`config.mk`:
```
export PLATFORM = sky130hd
export DESIGN_NAME = m3_pwr_seq
export DESIGN_NICKNAME = d
export VERILOG_FILES = /design/src/rtl/m3_pwr_seq_pkg.sv /design/src/rtl/m3_pwr_seq_timer.sv /design/src/rtl/m3_pwr_seq.sv
export SDC_FILE = /design/constraint.sdc
export NUM_CORES = 1
export LEC_CHECK = 0
export ABC_AREA = 1
export CAP_MARGIN = 0
export CORE_MARGIN = 2
export CORE_UTILIZATION = 50
export CTS_BUF_LIST = sky130_fd_sc_hd__clkbuf_2 sky130_fd_sc_hd__clkbuf_4 sky130_fd_sc_hd__clkbuf_8
export CTS_CLUSTER_DIAMETER = 50
export DETAILED_ROUTE_END_ITERATION = 8
export PLACE_DENSITY = 0.71
export SETUP_SLACK_MARGIN = 0.15
export SYNTH_ARGS = -nofsm -noshare
export SYNTH_HDL_FRONTEND = slang
export SYNTH_HIERARCHICAL = 1
export SYNTH_SLANG_ARGS = --single-unit
export TNS_END_PERCENT = 50
```
`constraint.sdc`:
```
create_clock -name clk -period 3.17 [get_ports clk]
set_input_delay 0.4755 -clock clk [delete_from_list [all_inputs] [get_ports clk]]
set_output_delay 0.4755 -clock clk [all_outputs]
set_load 0.02 [all_outputs]
```
`src/rtl/m3_pwr_seq_pkg.sv`:
```
// Shared definitions for the M3 target power sequencer: state encoding and
// the rail pattern each state drives.
package m3_pwr_seq_pkg;

  localparam int STATE_W = 4;

  typedef enum logic [STATE_W-1:0] {
    ST_OFF    = 4'd0,
    ST_UP_VB  = 4'd1,
    ST_UP_12  = 4'd2,
    ST_UP_06  = 4'd3,
    ST_ON     = 4'd4,
    ST_DN_RST = 4'd5,
    ST_DN_06  = 4'd6,
    ST_DN_12  = 4'd7
  } pwr_state_e;

  typedef struct packed {
    logic vbatt;
    logic v1p2;
    logic v0p6;
  } rail_mask_t;

  function automatic rail_mask_t rail_mask(input pwr_state_e s);
    case (s)
      ST_UP_VB, ST_DN_12:            return '{vbatt: 1'b1, v1p2: 1'b0, v0p6: 1'b0};
      ST_UP_12, ST_DN_06:            return '{vbatt: 1'b1, v1p2: 1'b1, v0p6: 1'b0};
      ST_UP_06, ST_ON, ST_DN_RST:    return '{vbatt: 1'b1, v1p2: 1'b1, v0p6: 1'b1};
      default:                       return '{vbatt: 1'b0, v1p2: 1'b0, v0p6: 1'b0};
    endcase
  endfunction

  function automatic logic is_busy(input pwr_state_e s);
    return !(s == ST_OFF || s == ST_ON);
  endfunction

endpackage

```
`src/rtl/m3_pwr_seq_timer.sv`:
```
// Step timer: a CLK_DIV prescaler producing 1 ms ticks and a saturating ms
// counter; expire pulses on the last cycle of a dly-millisecond dwell.
module m3_pwr_seq_timer #(
  parameter int CLK_DIV = 20000,
  parameter int DLY_W   = 8
) (
  input  logic             clk,
  input  logic             reset_n,
  input  logic             clear,
  input  logic [DLY_W-1:0] dly,
  output logic             expire
);

  localparam int PRE_W = (CLK_DIV > 1) ? $clog2(CLK_DIV) : 1;
  localparam logic [PRE_W-1:0] PRE_MAX = PRE_W'(CLK_DIV - 1);

  logic [PRE_W-1:0] pre;
  logic [DLY_W-1:0] ms;
  logic             tick;

  assign tick = (pre == PRE_MAX);

  // dly is never zero here: the sequencer maps a zero request to 1 ms.
  assign expire = tick && (ms == dly - DLY_W'(1));

  always_ff @(posedge clk) begin
    if (!reset_n || clear) begin
      pre <= '0;
      ms  <= '0;
    end else if (tick) begin
      pre <= '0;
      if (ms != '1) ms <= ms + DLY_W'(1);
    end else begin
      pre <= pre + PRE_W'(1);
    end
  end

endmodule

```
`src/rtl/m3_pwr_seq.sv`:
```
// M3 target power sequencer: orders VBATT -> 1P2 -> 0P6 -> reset release on
// power-up, the reverse on power-down, and unwinds a partial power-up on abort.
module m3_pwr_seq
  import m3_pwr_seq_pkg::*;
#(
  parameter int CLK_DIV = 20000,
  parameter int DLY_W   = 8
) (
  input  logic               clk,
  input  logic               reset_n,
  input  logic               pwr_up_req,
  input  logic               pwr_dn_req,
  input  logic [DLY_W-1:0]   step_delay,
  output logic               vbatt_sw,
  output logic               v1p2_sw,
  output logic               v0p6_sw,
  output logic               target_resetn,
  output logic               busy,
  output logic               powered,
  output logic               done,
  output logic [STATE_W-1:0] state
);

  pwr_state_e       cur, nxt;
  logic [DLY_W-1:0] dly, req_dly;
  logic             accept, seq_done, enter, expire, tmr_clear;
  rail_mask_t       rails;

  assign req_dly   = (step_delay == '0) ? DLY_W'(1) : step_delay;
  assign enter     = (nxt != cur);
  assign tmr_clear = enter || !is_busy(cur);
  assign rails     = rail_mask(nxt);
  assign state     = cur;

  m3_pwr_seq_timer #(.CLK_DIV(CLK_DIV), .DLY_W(DLY_W)) u_timer (
    .clk    (clk),
    .reset_n(reset_n),
    .clear  (tmr_clear),
    .dly    (dly),
    .expire (expire)
  );

  // NOTE: every always_comb output gets a default before the case so no path
  // leaves it unassigned (which would infer a latch).
  always_comb begin
    nxt      = cur;
    accept   = 1'b0;
    seq_done = 1'b0;
    case (cur)
      ST_OFF:    if (pwr_up_req && !pwr_dn_req) begin nxt = ST_UP_VB; accept = 1'b1; end
      ST_UP_VB:  if (pwr_dn_req) begin nxt = ST_DN_12; accept = 1'b1; end
                 else if (expire) nxt = ST_UP_12;
      ST_UP_12:  if (pwr_dn_req) begin nxt = ST_DN_06; accept = 1'b1; end
                 else if (expire) nxt = ST_UP_06;
      ST_UP_06:  if (pwr_dn_req) begin nxt = ST_DN_RST; accept = 1'b1; end
                 else if (expire) begin nxt = ST_ON; seq_done = 1'b1; end
      ST_ON:     if (pwr_dn_req) begin nxt = ST_DN_RST; accept = 1'b1; end
      ST_DN_RST: if (expire) nxt = ST_DN_06;
      ST_DN_06:  if (expire) nxt = ST_DN_12;
      ST_DN_12:  if (expire) begin nxt = ST_OFF; seq_done = 1'b1; end
      default:   nxt = ST_OFF;
    endcase
  end

  // NOTE: sequential state uses non-blocking assignments so every register
  // samples pre-edge values regardless of statement order.
  always_ff @(posedge clk) begin
    if (!reset_n) begin
      cur           <= ST_OFF;
      dly           <= DLY_W'(1);
      vbatt_sw      <= 1'b0;
      v1p2_sw       <= 1'b0;
      v0p6_sw       <= 1'b0;
      target_resetn <= 1'b0;
      busy          <= 1'b0;
      powered       <= 1'b0;
      done          <= 1'b0;
    end else begin
      cur           <= nxt;
      if (accept) dly <= req_dly;
      vbatt_sw      <= rails.vbatt;
      v1p2_sw       <= rails.v1p2;
      v0p6_sw       <= rails.v0p6;
      target_resetn <= (nxt == ST_ON);
      busy          <= is_busy(nxt);
      powered       <= (nxt == ST_ON);
      done          <= seq_done;
    end
  end

  a_rail_order: assert property (@(posedge clk) disable iff (!reset_n)
    (!v0p6_sw || v1p2_sw) && (!v1p2_sw || vbatt_sw));
  a_resetn_rails: assert property (@(posedge clk) disable iff (!reset_n)
    !target_resetn || (vbatt_sw && v1p2_sw && v0p6_sw));
  a_busy: assert property (@(posedge clk) disable iff (!reset_n)
    busy == !(cur == ST_OFF || cur == ST_ON));

endmodule

```
==> metrics.txt <==
Initial Util 0.527; RR Startpoint dly[0]; TritonCTS clock tree done; register area 826 µm²; clk slew on worst S/H paths 0.08 ns; power density cells 345 nW/µm²; Hold Slack 0.438 ns; Synth Flop Type dfxtp_1; vias in the first global route 2111; # DRC 0; share of layout cells above drive strength 1 0.180; met1 WL 2500 µm; slowest stage cell, crit path dfxtp_2; syn avg cell area 6.68 µm²; Die X-Extent 75.3 µm; Met2 Wirelength 2430 µm; grt ovf 0; asr flop ratio synth 0; initial antenna violation count 0; Bufs and invs on worst path 5; Pleak 1.25 nW; sequential-to-total area share from yosys stat 0.323; number of synthesized flops with an enable pin 0; syn nets 395; final count of hold timing violations 0; Clock Path Buffers 2; vias 2349; area grow syn2layout 18.7%; post-synth cell types 38; sink of the worst hold path u_timer/pre[0]; Post-Syn Area 2540 µm²; row count 25; Setup Total Neg Slack 0 ns; WP data arrival 3.05 ns; Clock Tree Root clkbuf_8; Clock Skew 0.00795 ns; top routing layer in use met4; worst vdd ir 0.175 mV; R2R Setup Slk 0.35 ns; Max-Cap Viols 0; fillers 478; final slew viol count 0; clk_lat worst skew 0.30 ns; WHS Path Cells 1; PortBufs 22; Setup Crit Path Kind reg2reg; reg2reg path depth 26; Num CTS Buffers 5; Total Wirelength 5240 µm; Final ANT Viol Nets 0; critical path's most frequent cell nand2_1; total global routing track utilization 0.203; Final GP Congestion 0.855; Nets 424; largest net degree at the start of global routing 13; Ports 23; Post-Syn Instances 380; met3 wire len 225 µm; CP max stage delay 0.34 ns; Highest Clock Rate 355 MHz; worst r2r dst u_timer/pre[7]; drt via density 4.92; first-pass GRT wire length 8870 µm; crit start category flip-flop; Die Height 75.3 µm; crit path max fanout 5; Crit path max-delay family simple AND/OR/NAND/NOR gates; status finished clean; #FFs+latches synth 41; Final setup viols 0; final worst path period need 2.82 ns; drt wl/cell 11.0 µm; Starting DRT DRC Count 110; Ys Warns 6; period utilization 0.888; Num Clock Sinks 41; drt pass-1 iters 4; crit end category flip-flop; Hold Startpoint u_timer/pre[0]; antenna diode count 0; RSZ-0062 raised after global routing false; CP Data Required Time 3.41 ns; Min-Delay Path Class reg2reg; footprint of the multi-input gates 1530 µm²; cts hold-fix bufs 0; fin util 0.626; core area 4820 µm²; Total Die Area 5660 µm²; H-tree Lvls 2; hpwl dp 3880 µm
layout make-up:
class	instances	area share
Timing Repair Buffer	28	0.0880
Clock inverter	1	0.00166
Sequential cell	41	0.274
Multi-Input combinational cell	279	0.508
Clock buffer	7	0.0320
Tap cell	67	0.0278
Inverter	54	0.0689
stage by stage:
stage / setup slack (ns) / instances / total power [mW] / instance area [µm²]
2_1_floorplan: 0.336 / 380 / 0.626 / 2540
3_3_place_gp: 0.262 / 466 / 0.666 / 2820
3_5_place_dp: 0.138 / 466 / 0.666 / 2820
4_1_cts: 0.129 / 474 / 1.05 / 2920
5_1_grt: 0.125 / 477 / 1.09 / 3010
6_report: 0.354 / 477 / 1.04 / 3010
logic make-up (layout without fill, tap and decap cells):
group,Yosys count,in the layout,synth area share
other,1,1,0.00148
adders and majority gates,3,3,0.0148
DFF,41,41,0.323
buffers and inverters,60,90,0.0996
xor gates and xnor gates,11,11,0.0380
and+or+nand+nor,226,226,0.440
AOI/OAI and AO/OA,38,38,0.0833
cells in the final DEF, fill, tap and decap left out, types with 2 or more instances in the layout:
| master | n |
|---|---|
| xnor2_1 | 3 |
| xor2_1 | 8 |
| nand3_2 | 5 |
| nor2_4 | 6 |
| dfxtp_2 | 4 |
| o21ai_1 | 3 |
| inv_1 | 41 |
| nand4_1 | 4 |
| a21oi_1 | 17 |
| nor3_1 | 6 |
| o21ai_0 | 10 |
| clkbuf_8 | 7 |
| nor2_8 | 2 |
| nor2_1 | 56 |
| nand2_4 | 2 |
| nand3b_1 | 2 |
| dfxtp_1 | 37 |
| nor2_2 | 9 |
| ha_2 | 2 |
| nand3_4 | 3 |
| nand4_4 | 2 |
| inv_2 | 11 |
| buf_4 | 6 |
| nand3_1 | 28 |
| nand2_1 | 91 |
| clkdlybuf4s50_1 | 22 |
| nand2_2 | 7 |
per-layer routing:
metal,vias up,GRT usage
met5,-,0
met4,0,0.0858
met3,7,0.0415
met2,35,0.320
met1,1053,0.270
li1,1254,-
how the worst max path moves through the flow:
stage / end / cells after the start / startpoint
4_1_cts: u_timer/pre[8] / 19 / u_timer/pre[0]
5_1_grt: u_timer/pre[7] / 23 / u_timer/pre[0]
6_report: u_timer/pre[7] / 26 / dly[0]
3_3_place_gp: u_timer/pre[9] / 20 / u_timer/pre[0]
3_5_place_dp: u_timer/pre[8] / 19 / u_timer/pre[0]
2_1_floorplan: u_timer/pre[7] / 25 / dly[0]
cells in the mapped netlist, drive strengths merged (5+ instances only):
library cell	number	area, µm²
inv	51	191
nor2	73	352
dfxtp	41	821
nor3	7	40.0
o21ai	15	78.8
buf	5	41.3
nand2	100	403
xor2	8	70.1
nand4	6	67.6
nand3	36	225
a21oi	18	90.1
power by group:
group | switching [mW] | internal, mW
clock network | 0.181 | 0.197
registers | 0.0123 | 0.527
logic | 0.0689 | 0.0534
total | 0.263 | 0.777
flip-flops by register name, indices dropped and copies added, names as in the netlist:
| signal | count |
|---|---|
| busy | 1 |
| dly | 8 |
| done | 1 |
| powered | 1 |
| state | 4 |
| u_timer/ms | 8 |
| u_timer/pre | 15 |
| v0p6_sw | 1 |
| v1p2_sw | 1 |
| vbatt_sw | 1 |
what timing repair did:
action,4_1_cts,5_1_grt
setup endpoints to repair,1,23
buffers inserted,0,3
pin swaps,0,11
gates cloned,0,0
gates resized for setup,0,24
(Power assumes the default switching activity.)
